[src/rtl/alu_ctrl_mdu_pkg.sv]
// Shared constants for the EX-stage ALU control / RV32M iterative multiply-divide unit.
// Operation codes, M-extension Funct3 codes and the MDU sequencer states.
package alu_ctrl_pkg;

  localparam logic [3:0] OP_AND = 4'b0000;
  localparam logic [3:0] OP_OR  = 4'b0001;
  localparam logic [3:0] OP_XOR = 4'b0010;
  localparam logic [3:0] OP_ADD = 4'b0011;
  localparam logic [3:0] OP_BEQ = 4'b0101;
  localparam logic [3:0] OP_BNE = 4'b0110;
  localparam logic [3:0] OP_SLT = 4'b0111;
  localparam logic [3:0] OP_BGE = 4'b1000;
  localparam logic [3:0] OP_SRL = 4'b1001;
  localparam logic [3:0] OP_SLL = 4'b1010;
  localparam logic [3:0] OP_SRA = 4'b1011;
  localparam logic [3:0] OP_LUI = 4'b1100;

  localparam logic [2:0] F3_MUL    = 3'b000;
  localparam logic [2:0] F3_MULH   = 3'b001;
  localparam logic [2:0] F3_MULHSU = 3'b010;
  localparam logic [2:0] F3_MULHU  = 3'b011;
  localparam logic [2:0] F3_DIV    = 3'b100;
  localparam logic [2:0] F3_DIVU   = 3'b101;
  localparam logic [2:0] F3_REM    = 3'b110;
  localparam logic [2:0] F3_REMU   = 3'b111;

  localparam logic [6:0] FUNCT7_MEXT = 7'b0000001;

  typedef enum logic [1:0] {
    S_IDLE = 2'd0,
    S_CALC = 2'd1,
    S_ADJ  = 2'd2,
    S_DONE = 2'd3
  } mdu_state_t;

endpackage

[src/rtl/alu_ctrl_mdu_if.sv]
// EX-stage bundle between the decode/forwarding logic and alu_ctrl_mdu.
// Combinational decode signals plus the md_stall/md_done handshake to the hazard unit.
interface alu_ctrl_mdu_if #(
  parameter int XLEN = 32,
  parameter int OP_W = 4
);
  logic [1:0]      ALUOp;
  logic [6:0]      Funct7;
  logic [2:0]      Funct3;
  logic            is_rtype;
  logic            ex_valid;
  logic            flush;
  logic [XLEN-1:0] SrcA;
  logic [XLEN-1:0] SrcB;
  logic [OP_W-1:0] Operation;
  logic            md_stall;
  logic            md_done;
  logic [XLEN-1:0] md_result;

  modport master (
    output ALUOp, Funct7, Funct3, is_rtype, ex_valid, flush, SrcA, SrcB,
    input  Operation, md_stall, md_done, md_result
  );

  modport slave (
    input  ALUOp, Funct7, Funct3, is_rtype, ex_valid, flush, SrcA, SrcB,
    output Operation, md_stall, md_done, md_result
  );
endinterface

[src/rtl/alu_ctrl_mdu_iter_core.sv]
// Unsigned one-bit-per-cycle datapath: shift-add multiply or restoring divide on a 2*XLEN accumulator.
// XLEN step cycles after load; no backpressure, steps only while 'step' is high.
module mdu_iter_core #(
  parameter int XLEN = 32
) (
  input  logic              clk,
  input  logic              rst_n,
  input  logic              load,
  input  logic              step,
  input  logic              is_div,
  input  logic [XLEN-1:0]   a_in,
  input  logic [XLEN-1:0]   b_in,
  output logic [2*XLEN-1:0] acc,
  output logic              last
);
  localparam int CNT_W = $clog2(XLEN);

  logic [2*XLEN-1:0] acc_q, acc_d;
  logic [XLEN-1:0]   b_q, b_d;
  logic [CNT_W-1:0]  cnt_q, cnt_d;
  logic              div_q, div_d;
  logic [XLEN:0]     add_sum;
  logic [XLEN:0]     rem_sh;
  logic [XLEN:0]     rem_sub;

  always_comb begin
    add_sum = {1'b0, acc_q[2*XLEN-1:XLEN]} + {1'b0, (acc_q[0] ? b_q : {XLEN{1'b0}})};
    // Partial remainder shifted left by one with the next dividend bit brought in.
    rem_sh  = {acc_q[2*XLEN-1:XLEN], acc_q[XLEN-1]};
    rem_sub = rem_sh - {1'b0, b_q};
    acc_d   = acc_q;
    b_d     = b_q;
    cnt_d   = cnt_q;
    div_d   = div_q;
    if (load) begin
      acc_d = {{XLEN{1'b0}}, a_in};
      b_d   = b_in;
      cnt_d = '0;
      div_d = is_div;
    end else if (step) begin
      cnt_d = cnt_q + 1'b1;
      if (!div_q)
        acc_d = {add_sum, acc_q[XLEN-1:1]};
      else if (rem_sh >= {1'b0, b_q})
        acc_d = {rem_sub[XLEN-1:0], acc_q[XLEN-2:0], 1'b1};
      else
        acc_d = {rem_sh[XLEN-1:0], acc_q[XLEN-2:0], 1'b0};
    end
  end

  always_ff @(posedge clk) begin
    if (!rst_n) begin
      acc_q <= '0;
      b_q   <= '0;
      cnt_q <= '0;
      div_q <= 1'b0;
    end else begin
      acc_q <= acc_d;
      b_q   <= b_d;
      cnt_q <= cnt_d;
      div_q <= div_d;
    end
  end

  assign acc  = acc_q;
  assign last = (cnt_q == CNT_W'(XLEN - 1));
endmodule

[src/rtl/alu_ctrl_mdu.sv]
// EX-stage ALU control decode plus iterative RV32M unit; M results muxed downstream by md_done.
// Decode is combinational; M ops take XLEN+2 cycles (MDU_EARLY_OUT_EN: trivial cases take 1) with md_stall held.
module alu_ctrl_mdu
  import alu_ctrl_pkg::*;
#(
  parameter int XLEN = 32,
  parameter int OP_W = 4
) (
  input logic           clk,
  input logic           rst_n,
  alu_ctrl_mdu_if.slave bus
);
  localparam logic [XLEN-1:0] INT_MIN = {1'b1, {(XLEN-1){1'b0}}};

  mdu_state_t        state_q, state_d;
  logic [2:0]        f3_q, f3_d;
  logic              neg_a_q, neg_a_d, neg_b_q, neg_b_d;
  logic              div0_q, div0_d, ovf_q, ovf_d;
  logic [XLEN-1:0]   a_q, a_d, res_q, res_d;
  logic [3:0]        op_code;
  logic              md_req, start, a_sgn, b_sgn, in_neg_a, in_neg_b;
  logic              core_load, core_step, core_last, stall;
  logic [2*XLEN-1:0] core_acc, prod;
  logic [XLEN-1:0]   quo, rem, adj_res;

  function automatic logic [XLEN-1:0] special_res(input logic [2:0] f3, input logic [XLEN-1:0] a,
                                                  input logic div0);
    if (f3[1]) return div0 ? a : '0;
    return div0 ? '1 : a;
  endfunction

  assign md_req = bus.ex_valid && (bus.ALUOp == 2'b10) && bus.is_rtype && (bus.Funct7 == FUNCT7_MEXT);
  assign start  = md_req && !bus.flush && rst_n;

  always_comb begin
    op_code = OP_AND;
    case (bus.ALUOp)
      2'b00: op_code = OP_ADD;
      2'b01: case (bus.Funct3)
        3'b000:  op_code = OP_BEQ;
        3'b001:  op_code = OP_BNE;
        3'b100:  op_code = OP_SLT;
        3'b101:  op_code = OP_BGE;
        default: op_code = OP_AND;
      endcase
      2'b10: case (bus.Funct3)
        3'b000:  op_code = OP_ADD;
        3'b001:  op_code = OP_SLL;
        3'b010:  op_code = OP_SLT;
        3'b100:  op_code = OP_XOR;
        3'b101:  op_code = bus.Funct7[5] ? OP_SRA : OP_SRL;
        3'b110:  op_code = OP_OR;
        default: op_code = OP_AND;
      endcase
      default: op_code = OP_LUI;
    endcase
    if (md_req) op_code = OP_ADD;
  end

  assign bus.Operation = OP_W'(op_code);

  always_comb begin
    a_sgn = 1'b0;
    b_sgn = 1'b0;
    case (bus.Funct3)
      F3_MUL, F3_MULH, F3_DIV, F3_REM: begin a_sgn = 1'b1; b_sgn = 1'b1; end
      F3_MULHSU:                       a_sgn = 1'b1;
      default:                         ;
    endcase
    in_neg_a = a_sgn && bus.SrcA[XLEN-1];
    in_neg_b = b_sgn && bus.SrcB[XLEN-1];
  end

  mdu_iter_core #(.XLEN(XLEN)) u_core (
    .clk    (clk),
    .rst_n  (rst_n),
    .load   (core_load),
    .step   (core_step),
    .is_div (bus.Funct3[2]),
    .a_in   (in_neg_a ? -bus.SrcA : bus.SrcA),
    .b_in   (in_neg_b ? -bus.SrcB : bus.SrcB),
    .acc    (core_acc),
    .last   (core_last)
  );

  always_comb begin
    prod = (neg_a_q ^ neg_b_q) ? -core_acc : core_acc;
    quo  = (neg_a_q ^ neg_b_q) ? -core_acc[XLEN-1:0] : core_acc[XLEN-1:0];
    rem  = neg_a_q ? -core_acc[2*XLEN-1:XLEN] : core_acc[2*XLEN-1:XLEN];
    if (!f3_q[2])
      adj_res = (f3_q[1:0] == 2'b00) ? prod[XLEN-1:0] : prod[2*XLEN-1:XLEN];
    else if (div0_q || ovf_q)
      adj_res = special_res(f3_q, a_q, div0_q);
    else
      adj_res = f3_q[1] ? rem : quo;
  end

  always_comb begin
    state_d   = state_q;
    f3_d      = f3_q;
    neg_a_d   = neg_a_q;
    neg_b_d   = neg_b_q;
    div0_d    = div0_q;
    ovf_d     = ovf_q;
    a_d       = a_q;
    res_d     = res_q;
    core_load = 1'b0;
    core_step = 1'b0;
    stall     = 1'b0;
    unique case (state_q)
      S_IDLE: if (start) begin
        stall   = 1'b1;
        f3_d    = bus.Funct3;
        neg_a_d = in_neg_a;
        neg_b_d = in_neg_b;
        a_d     = bus.SrcA;
        div0_d  = (bus.SrcB == '0);
        ovf_d   = bus.Funct3[2] && !bus.Funct3[0] && (bus.SrcA == INT_MIN) && (bus.SrcB == '1);
`ifdef MDU_EARLY_OUT_EN
        if (bus.Funct3[2] ? (div0_d || ovf_d) : ((bus.SrcA == '0) || (bus.SrcB == '0))) begin
          state_d = S_DONE;
          res_d   = bus.Funct3[2] ? special_res(bus.Funct3, bus.SrcA, div0_d) : '0;
        end else begin
          core_load = 1'b1;
          state_d   = S_CALC;
        end
`else
        core_load = 1'b1;
        state_d   = S_CALC;
`endif
      end
      S_CALC: if (bus.flush) state_d = S_IDLE;
      else begin
        stall     = 1'b1;
        core_step = 1'b1;
        if (core_last) state_d = S_ADJ;
      end
      S_ADJ: if (bus.flush) state_d = S_IDLE;
      else begin
        stall   = 1'b1;
        res_d   = adj_res;
        state_d = S_DONE;
      end
      S_DONE: state_d = S_IDLE;
      default: state_d = S_IDLE;
    endcase
  end

  always_ff @(posedge clk) begin
    if (!rst_n) begin
      state_q <= S_IDLE;
      f3_q    <= '0;
      neg_a_q <= 1'b0;
      neg_b_q <= 1'b0;
      div0_q  <= 1'b0;
      ovf_q   <= 1'b0;
      a_q     <= '0;
      res_q   <= '0;
    end else begin
      state_q <= state_d;
      f3_q    <= f3_d;
      neg_a_q <= neg_a_d;
      neg_b_q <= neg_b_d;
      div0_q  <= div0_d;
      ovf_q   <= ovf_d;
      a_q     <= a_d;
      res_q   <= res_d;
    end
  end

  assign bus.md_stall  = stall;
  assign bus.md_done   = (state_q == S_DONE) && !bus.flush;
  assign bus.md_result = res_q;
endmodule
[src/flat_wrapper.sv]
// flat-port wrapper written by rule: the top's interface ports become plain ports
module alu_ctrl_mdu_flat import alu_ctrl_pkg::*;
#(
  parameter int XLEN = 32,
  parameter int OP_W = 4
)
  (clk, rst_n, bus_ALUOp, bus_Funct7, bus_Funct3, bus_is_rtype, bus_ex_valid, bus_flush, bus_SrcA, bus_SrcB, bus_Operation, bus_md_stall, bus_md_done, bus_md_result);
  alu_ctrl_mdu_if #(.XLEN(XLEN), .OP_W(OP_W)) bus_i ();
  input logic clk;
  input logic rst_n;
  input wire logic [$bits(bus_i.ALUOp)-1:0] bus_ALUOp;
  input wire logic [$bits(bus_i.Funct7)-1:0] bus_Funct7;
  input wire logic [$bits(bus_i.Funct3)-1:0] bus_Funct3;
  input wire logic [$bits(bus_i.is_rtype)-1:0] bus_is_rtype;
  input wire logic [$bits(bus_i.ex_valid)-1:0] bus_ex_valid;
  input wire logic [$bits(bus_i.flush)-1:0] bus_flush;
  input wire logic [$bits(bus_i.SrcA)-1:0] bus_SrcA;
  input wire logic [$bits(bus_i.SrcB)-1:0] bus_SrcB;
  output wire logic [$bits(bus_i.Operation)-1:0] bus_Operation;
  output wire logic [$bits(bus_i.md_stall)-1:0] bus_md_stall;
  output wire logic [$bits(bus_i.md_done)-1:0] bus_md_done;
  output wire logic [$bits(bus_i.md_result)-1:0] bus_md_result;
  assign bus_i.ALUOp = bus_ALUOp;
  assign bus_i.Funct7 = bus_Funct7;
  assign bus_i.Funct3 = bus_Funct3;
  assign bus_i.is_rtype = bus_is_rtype;
  assign bus_i.ex_valid = bus_ex_valid;
  assign bus_i.flush = bus_flush;
  assign bus_i.SrcA = bus_SrcA;
  assign bus_i.SrcB = bus_SrcB;
  assign bus_Operation = bus_i.Operation;
  assign bus_md_stall = bus_i.md_stall;
  assign bus_md_done = bus_i.md_done;
  assign bus_md_result = bus_i.md_result;
  alu_ctrl_mdu #(.XLEN(XLEN), .OP_W(OP_W)) u_core (.clk(clk), .rst_n(rst_n), .bus(bus_i));
endmodule
[config.mk]
export PLATFORM = sky130hd
export DESIGN_NAME = alu_ctrl_mdu_flat
export DESIGN_NICKNAME = d
export VERILOG_FILES = /design/src/rtl/alu_ctrl_mdu_pkg.sv /design/src/rtl/alu_ctrl_mdu_if.sv /design/src/rtl/alu_ctrl_mdu_iter_core.sv /design/src/rtl/alu_ctrl_mdu.sv /design/src/flat_wrapper.sv
export SDC_FILE = /design/constraint.sdc
export NUM_CORES = 1
export LEC_CHECK = 0
export CORE_MARGIN = 1.5
export CORE_UTILIZATION = 55
export CTS_CLUSTER_DIAMETER = 150
export DETAILED_ROUTE_END_ITERATION = 12
export DONT_BUFFER_PORTS = 1
export PLACE_DENSITY = 0.7
export REMOVE_ABC_BUFFERS = 1
export SYNTH_ARGS = -nofsm -noshare
export SYNTH_HDL_FRONTEND = slang
export SYNTH_SLANG_ARGS = --single-unit
[constraint.sdc]
create_clock -name clk -period 3.9 [get_ports clk]
set_input_delay 0.39 -clock clk [delete_from_list [all_inputs] [get_ports clk]]
set_output_delay 0.39 -clock clk [all_outputs]
set_load 0.02 [all_outputs]
Yosys cells after proc, flatten, opt, wreduce, memory -nomap -nowiden
Index checks and enable logic that the tools add are counted.
- register bits: 175
- latch bits: 0
- RAM bits: 0
- memory bits (read-only): 0
- input port bits: 81
- output and inout port bits: 38
- word-level logic and storage cells: 106
- memories: 0
- add/sub/neg operators: 8
- multiply operators: 0
- div/mod/pow operators: 0
- order comparisons: 1
- eq/ne operators: 16
- shifts and indexed selects: 0
- muxes and demuxes: 38
- bitwise logic cells: 3
- reduce and logical (&&, ||, !) cells: 27
- operators with widths (operator ; count):
    $mux 32 ; 15
    $mux 64 ; 3
    $neg 32->32 ; 4
    $eq 32x32->1 const B ; 2
    $neg 64->64 ; 1
    $add 32x32->33 ; 1
    $ge 33x32->1 ; 1
    $logic_not 32->1 ; 1
    $sub 32x32->32 ; 1
    $pmux 4 s6 ; 1
    $pmux 4 s4 ; 1
    $pmux 4 s3 ; 1
    $logic_and 1x1->1 ; 11
    $mux 2 ; 5
    $eq 3x3->1 const B ; 3
    $mux 1 ; 9
    $pmux 2 s4 ; 1
    $eq 7x1->1 const B ; 1
    $eq 2x2->1 const B ; 3
    $logic_not 2->1 ; 3
    $reduce_and 2->1 ; 3
    $add 5x1->5 const B ; 1
    $eq 5x5->1 const B ; 1
    $reduce_or 5->1 ; 1
    other kinds (15) ; 19

Depth between registers and ports, before layout
Gate-level depths: netlist (run 1).
- word-level depth: 9
- gate-level depth with buffers: 14
- depth with buffers taken out: 12

By module
Synthesis (run 1) repeated with hierarchy kept, for this count alone.
- cell total of the unflattened synthesis: 2185
- area, all modules: 16266.9 um^2
- by module, submodules not included (module ; times used ; cells an instance ; area each (um^2) ; seq. area each (um^2)):
    mdu_iter_core ; 1 ; 1132 ; 8707.1 ; 2042.0
    alu_ctrl_mdu ; 1 ; 1053 ; 7559.8 ; 1461.4

Worst setup path before layout (run 1)
No wires, ideal clock.
- path kind: register to register
- start point: register u_core.u_core.acc_q[0] (netlist: u_core.u_core.acc[0])
- end point: register u_core.u_core.acc_q[61] (netlist: u_core.u_core.acc[61])
- library setup time: 0.086 ns
- arrival: 3.187 ns
- data required time: 3.814 ns
- setup slack: 0.627 ns
- stages on the path, launching flop included: 13
- buffers on the path: 0
- cell sequence: dfxtp_1 > and2_1 > ha_1 > fa_1 > a211oi_1 > o21ai_0 > o21a_1 > o41ai_1 > o31ai_1 > o22ai_1 > nor2_1 > a211o_1 > a211oi_1
- word-level cells in the longest chain between the ends: 3
- ends and longest elaborated chain (what ; line ; source):
    start: declaration ; alu_ctrl_mdu_iter_core.sv:18 ; logic [2*XLEN-1:0] acc_q, acc_d;
    start signal: assignment ; alu_ctrl_mdu_iter_core.sv:53 ; acc_q <= '0;
    start signal: assignment ; alu_ctrl_mdu_iter_core.sv:58 ; acc_q <= acc_d;
    $mux 32 ; alu_ctrl_mdu_iter_core.sv:27 ; add_sum = {1'b0, acc_q[2*XLEN-1:XLEN]} + {1'b0, (acc_q[0] ? b_q : {XLEN{1'b0}})};
    $add 32x32->33 ; alu_ctrl_mdu_iter_core.sv:27 ;
    $mux 64 ; alu_ctrl_mdu_iter_core.sv:42 ; if (!div_q)
No other way between the ends.
A chain may end at the register's enable or synchronous reset.

Final worst setup path (run 1)
- start point: register u_core.u_core.acc_q[34] (netlist: u_core.u_core.acc[34])
- end point: register u_core.u_core.acc_q[43] (netlist: u_core.u_core.acc[43])
- word-level cells in the longest chain between the ends: 3
- ends and longest elaborated chain (what ; line ; source):
    $sub 32x32->32 / $ge 33x32->1 (equally long branches) ; alu_ctrl_mdu_iter_core.sv:30, alu_ctrl_mdu_iter_core.sv:44 ;
    $mux 64 ; alu_ctrl_mdu_iter_core.sv:44 ; else if (rem_sh >= {1'b0, b_q})
    $mux 64 * ; alu_ctrl_mdu_iter_core.sv:42 ;
Mark *: on every way between the ends. The rest lies on a longest branch, timed or not.

==> flow_summary.ini, run 1 <==
[yosys]
synth_compound_area_frac = 0.284
yosys.area_share.simple = 0.222
synthArstFlopShare = 0
syn_area_um2 = 15200
syn_inst = 2100
yosys_register_bits = 174
synth_xor_area_frac = 0.114
synth_edf_count = 0
synth.yosys.seq_area_share = 0.229
synth.avg_cell_area_um2 = 7.25
synth_top_flop_cell = dfxtp_1
synth_top_family_by_area = compound AO/OA/AOI/OAI gates
yosys_warnings = 0
synth_fa_ha_area_frac = 0.0659
ys_types = 83
synthMuxAreaShare = 0.0315

[power]
p_comb_frac = 0.080
leakagePower_nw = 6.23
peakVddDrop_mv = 0.254
intPower_w = 0.00283
clkPwrFrac = 0.465
p_switching_w = 0.00108
p_per_area_nw_per_um2 = 240
p_seq_frac = 0.455
switching_share = 0.275

[floorplanning]
core_um2 = 27000
initial_core_util = 0.563
die_h_um = 169
die_x_um = 169
dieArea_um2 = 28700
num_rows = 60
io_pins = 119

[timing]
period_needed_ns = 3.61
slew_headroom = 0.254
setup_slack_ns = 0.294
whs_ns = 0.0398
drv_slew = 0
fin_skew_ns = 0.0251
hold_viol_final = 0
setup_viol = 0
fin_crit_sh = 0.925
rsz0062_at_grt = false
clock.fmax_mhz = 277
worst_pin_slew_ns = 1.12

[global_route]
grt_max_degree = 68
grt_pass1_wl_um = 80900
grt_pass1_vias = 14600
grtUsageMet3 = 0.0618
top_usage_layer = met2
overflow = 0
grtUsageMet1 = 0.467
antenna_found_initial = 1
grt_usage = 0.359
use_met2 = 0.591

[run_status]
outcome = completed

[final_layout]
drive_gt1_frac = 0.0722
fillers = 2545
final_cell_area_um2 = 16300
area_growth_pct = 6.80
final_common_cell = nand2_1
most-common-layout-cells = nand2_1, nor2_1, dfxtp_1
nets = 2198

[worst_setup_path]
cp-end-kind = flop
critical_path_class = flop to flop
critPathArrivalTime_ns = 3.98
start_kind = flop
required_ns = 4.28
cp_max_fo = 9

[cts]
clk_path_buf_depth = 2
cts_tree = yes
cts_max_level = 4
post_cts_buffers = 0
cts.sinks = 174
clock_latency_ns = 0.45
clkTransAtPathRegs_ns = 0.08
clockRootBuffer = clkbuf_16
cts_made_buffers = 17

[placement]
place_area_um2 = 15700
place.gp.congestion = 0.986
hpwlAfterDp_um = 38300
place_ws_ns = 0.141
portBuffers = 0

[route]
drtIter0Drc = 1374
drc = 0
vias = 15800
wl_per_cell_um = 21.8
avgViaCountPerCell = 6.62
drt-total-wl_um = 52100
ant_nets = 0
first_pass_iters = 5

[job]
cap_viol_max_count = 0

[worst_hold_path]
hold_class = input port to flop
through the flow:
stage / TNS [ns] / power, W / instances / utilization
after global routing: 0 / 0.00401 / 2392 / 0.602
after detailed placement: 0 / 0.00213 / 2360 / 0.579
after global placement: 0 / 0.00212 / 2360 / 0.579
after floorplan: -19.70 / 0.00204 / 1953 / -
final: 0 / 0.00391 / 2393 / 0.602
after CTS: 0 / 0.00391 / 2392 / 0.602
timing repair:
| item | CTS | global route |
|---|---|---|
| gates resized for setup | 0 | 1 |
| hold buffers | 0 | 0 |
| setup endpoints to repair | 0 | 8 |
flip-flops by register name, indices dropped and copies added, names as in the netlist:
register	flops
u_core.bus.md_result	32
u_core.a_q	32
u_core.f3_q	2
u_core.u_core.cnt_q	5
u_core.state_q	2
u_core.div0_q	1
u_core.ovf_q	1
u_core.u_core.b_q	32
u_core.neg_a_q	1
u_core.u_core.acc	64
u_core.neg_b_q	1
u_core.u_core.div_q	1
synthesized netlist by cell type (4+ instances only):
library cell	n	area (um^2)
and2_1	14	87.6
and3_1	16	100
nand2b_1	15	93.8
nor2b_1	17	106
o41ai_1	10	87.6
xnor2_1	113	990
buf_1	16	60.1
ha_1	77	963
or3_1	15	93.8
dfxtp_1	174	3480
nor2_1	213	800
nor4b_1	4	35.0
o221ai_1	13	114
o21bai_1	4	30.0
nand2_1	223	837
nor4_1	27	169
mux2_2	7	78.8
clkbuf_1	121	454
o21a_1	16	120
nor3_1	32	160
a211oi_1	88	661
a21o_1	39	293
a211o_1	8	70.1
or4_1	10	75.1
buf_2	4	20.0
o21ai_0	169	846
mux2i_1	40	400
nand3_1	81	405
inv_1	63	236
a2111oi_0	5	43.8
o31ai_1	22	165
nand4_1	18	113
a221oi_1	28	245
o211ai_1	19	143
a31o_2	8	70.1
xor2_1	85	744
o22ai_1	5	31.3
or2_2	11	68.8
a21oi_1	164	821
a311oi_1	8	70.1
a31oi_1	30	188
final timing paths:
kind,startpoint,to,slack (ns),depth (start not counted)
setup reg to reg,u_core.u_core.acc[34],u_core.u_core.acc[43],0.29,11
hold reg to reg,u_core.u_core.cnt_q[4],u_core.u_core.cnt_q[4],0.46,2
setup / recovery,u_core.u_core.acc[34],u_core.u_core.acc[43],0.29,11
hold / removal,bus_SrcA[8],u_core.a_q[8],0.04,2
layout make-up:
| cell class | instances | area (um^2) | area share |
|---|---|---|---|
| clock inverter | 14 | 166 | 0.0102 |
| clock buffer | 18 | 439 | 0.0270 |
| multi-input combinational | 1714 | 10900 | 0.673 |
| timing repair buffer | 66 | 546 | 0.0335 |
| inverter | 65 | 244 | 0.0150 |
| antenna | 1 | 2.50 | 0.000154 |
| sequential | 174 | 3490 | 0.214 |
| tap | 341 | 427 | 0.0262 |
layer usage:
metal  wire length (um)  up-vias
met2              23900      811
met5                  0        -
met1              21800     7399
met3               4610      132
li1                   -     7491
met4               1790        0
power groups by stage:
stage / Sequential (W) / Clock (W) / Combinational, W
after floorplan: 0.00182 / 0 / 0.000216
after global placement: 0.00182 / 0 / 0.000303
after CTS: 0.00178 / 0.00183 / 0.000306
after detailed placement: 0.00182 / 0 / 0.000305
after global routing: 0.00178 / 0.00189 / 0.000340
final: 0.00178 / 0.00182 / 0.000311
cells by family after synthesis:
family | Yosys count
xor gates and xnor gates | 198
DFF | 174
AOI/OAI and AO/OA | 670
and+or+nand+nor | 720
muxes | 47
adders and majority gates | 79
buffers and inverters | 212
worst max-delay path, stage by stage, from the launching register on:
cell      delay [ns]
dfxtp_1         0.55
ha_1            0.37
nand3_1         0.13
o21ba_2         0.19
o311a_1         0.36
o311ai_1        0.41
nand3_1         0.23
a31oi_2         0.48
buf_4           0.28
nand2_1         0.07
a311oi_1        0.31
a31o_2          0.16
No activity file was read; power rests on OpenSTA's default activity.
==> run 2, diff against run 1 <==
--- a/config.mk
+++ b/config.mk
@@ -7,6 +7,7 @@
 export LEC_CHECK = 0
 export CORE_MARGIN = 1.5
 export CORE_UTILIZATION = 55
+export CTS_BUF_LIST = sky130_fd_sc_hd__clkbuf_8
 export CTS_CLUSTER_DIAMETER = 150
 export DETAILED_ROUTE_END_ITERATION = 12
 export DONT_BUFFER_PORTS = 1
==> flow_summary.ini, run 2 (synthesized netlist as in run 1, its figures left out) <==
[route]
first_pass_iters = 6
wl_per_cell_um = 21.7
drtIter0Drc = 1470
drc = 0
avgViaCountPerCell = 6.54
drt-total-wl_um = 52200
vias = 15700
ant_nets = 0

[job]
cap_viol_max_count = 0

[cts]
cts_made_buffers = 17
cts_max_level = 4
clock_latency_ns = 0.49
clkTransAtPathRegs_ns = 0.13
cts.sinks = 174
clk_path_buf_depth = 2
cts_tree = yes
clockRootBuffer = clkbuf_8

[floorplanning]
dieArea_um2 = 28700
num_rows = 60
io_pins = 119
die_x_um = 169
die_h_um = 169
core_um2 = 27000
initial_core_util = 0.563

[timing]
period_needed_ns = 3.65
slew_headroom = 0.266
worst_pin_slew_ns = 1.10
rsz0062_at_grt = false
hold_viol_final = 0
setup_slack_ns = 0.250
fin_crit_sh = 0.936
clock.fmax_mhz = 274
setup_viol = 0
fin_skew_ns = 0.0359
drv_slew = 0
whs_ns = 0.0123
tns_ns = 0

[worst_setup_path]
rr_startpoint = u_core.u_core.acc[34]
critical_path_class = flop to flop
required_ns = 4.31
slowest_delay_ns = 0.56
path_cells = ha_1, nand3_1, o21ba_2, o311a_1, o311ai_1, nand3_1, a31oi_2, buf_4, nand2_1, a311oi_1, a31o_2
crit_start = u_core.u_core.acc[34]
start_kind = flop
cp_max_fo = 9
cp_common_cell = nand3_1
critPathArrivalTime_ns = 4.06
slowest_stage = dfxtp_1
cp-end-kind = flop

[power]
leakagePower_nw = 6.20
p_per_area_nw_per_um2 = 216
peakVddDrop_mv = 0.249
p_total_w = 0.00350

[global_route]
grt_pass1_wl_um = 81000
grt_usage = 0.358
grt_pass1_vias = 14600
grt_max_degree = 68
overflow = 0
antenna_found_initial = 0

[final_layout]
antennaDiodeCount = 0
fillers = 2549
final_common_cell = nand2_1
area_growth_pct = 6.51
nets = 2213
drive_gt1_frac = 0.0716
largest_register_ffs = 64
most-common-layout-cells = nand2_1, nor2_1, dfxtp_1

[placement]
place_ws_ns = 0.141
hpwlAfterDp_um = 38300
place.gp.congestion = 0.986
portBuffers = 0

[worst_hold_path]
min_from = bus_SrcA[24]
hold_class = input port to flop

[run_status]
outcome = completed
-- run 2: worst paths after layout --
check,to,depth (start not counted),slack (ns)
hold / removal,u_core.a_q[24],2,0.01
setup / recovery,u_core.u_core.acc[43],11,0.25
setup reg to reg,u_core.u_core.acc[43],11,0.25
hold reg to reg,u_core.a_q[14],2,0.47
-- run 2: area by class of cell --
type	count	area [um^2]	share of cell area
clock buffer	18	248	0.0153
clock inverter	14	166	0.0103
inverter	65	244	0.0150
multi-input combinational	1714	10900	0.675
sequential	174	3490	0.215
tap	341	427	0.0263
timing repair buffer	81	696	0.0429
-- run 2: repair_timing --
item                                    CTS  global route
hold buffers                             14             1
gates resized for setup                   0             1
buffers inserted                          0             0
endpoints found under the setup margin    0             8
endpoints found under the hold margin    14             1
-- run 2: metal layers --
metal / share of wire / up-vias / GRT usage
li1: - / 7526 / -
met1: 0.42 / 7315 / 0.469
met2: 0.46 / 777 / 0.596
met4: 0.034 / 0 / 0.131
met5: 0 / - / 0
met3: 0.086 / 112 / 0.0534
-- run 2: power by group --
part | internal (W) | switching [W]
Combinational | 0.000133 | 0.000190
Clock | 0.000558 | 0.000837
Sequential | 0.00178 | 0.00000328
Total | 0.00247 | 0.00103
-- run 2: per-stage QoR --
stage           util  instance area, um^2  cells
3_5_place_dp   0.579                15700   2360
2_1_floorplan      -                14600   1953
3_3_place_gp   0.579                15700   2360
6_report       0.600                16200   2407
5_1_grt        0.600                16200   2407
4_1_cts        0.600                16200   2406
-- run 2: worst max-delay path, delay by kind of cell, from the launching register on --
family | cells | cell delay [ns]
AO/OA/AOI/OAI | 6 | 1.95
flip-flops | 1 | 0.56
AND/OR/NAND/NOR | 3 | 0.43
adder cells (fa/ha/maj) | 1 | 0.37
buffers and inverters | 1 | 0.28
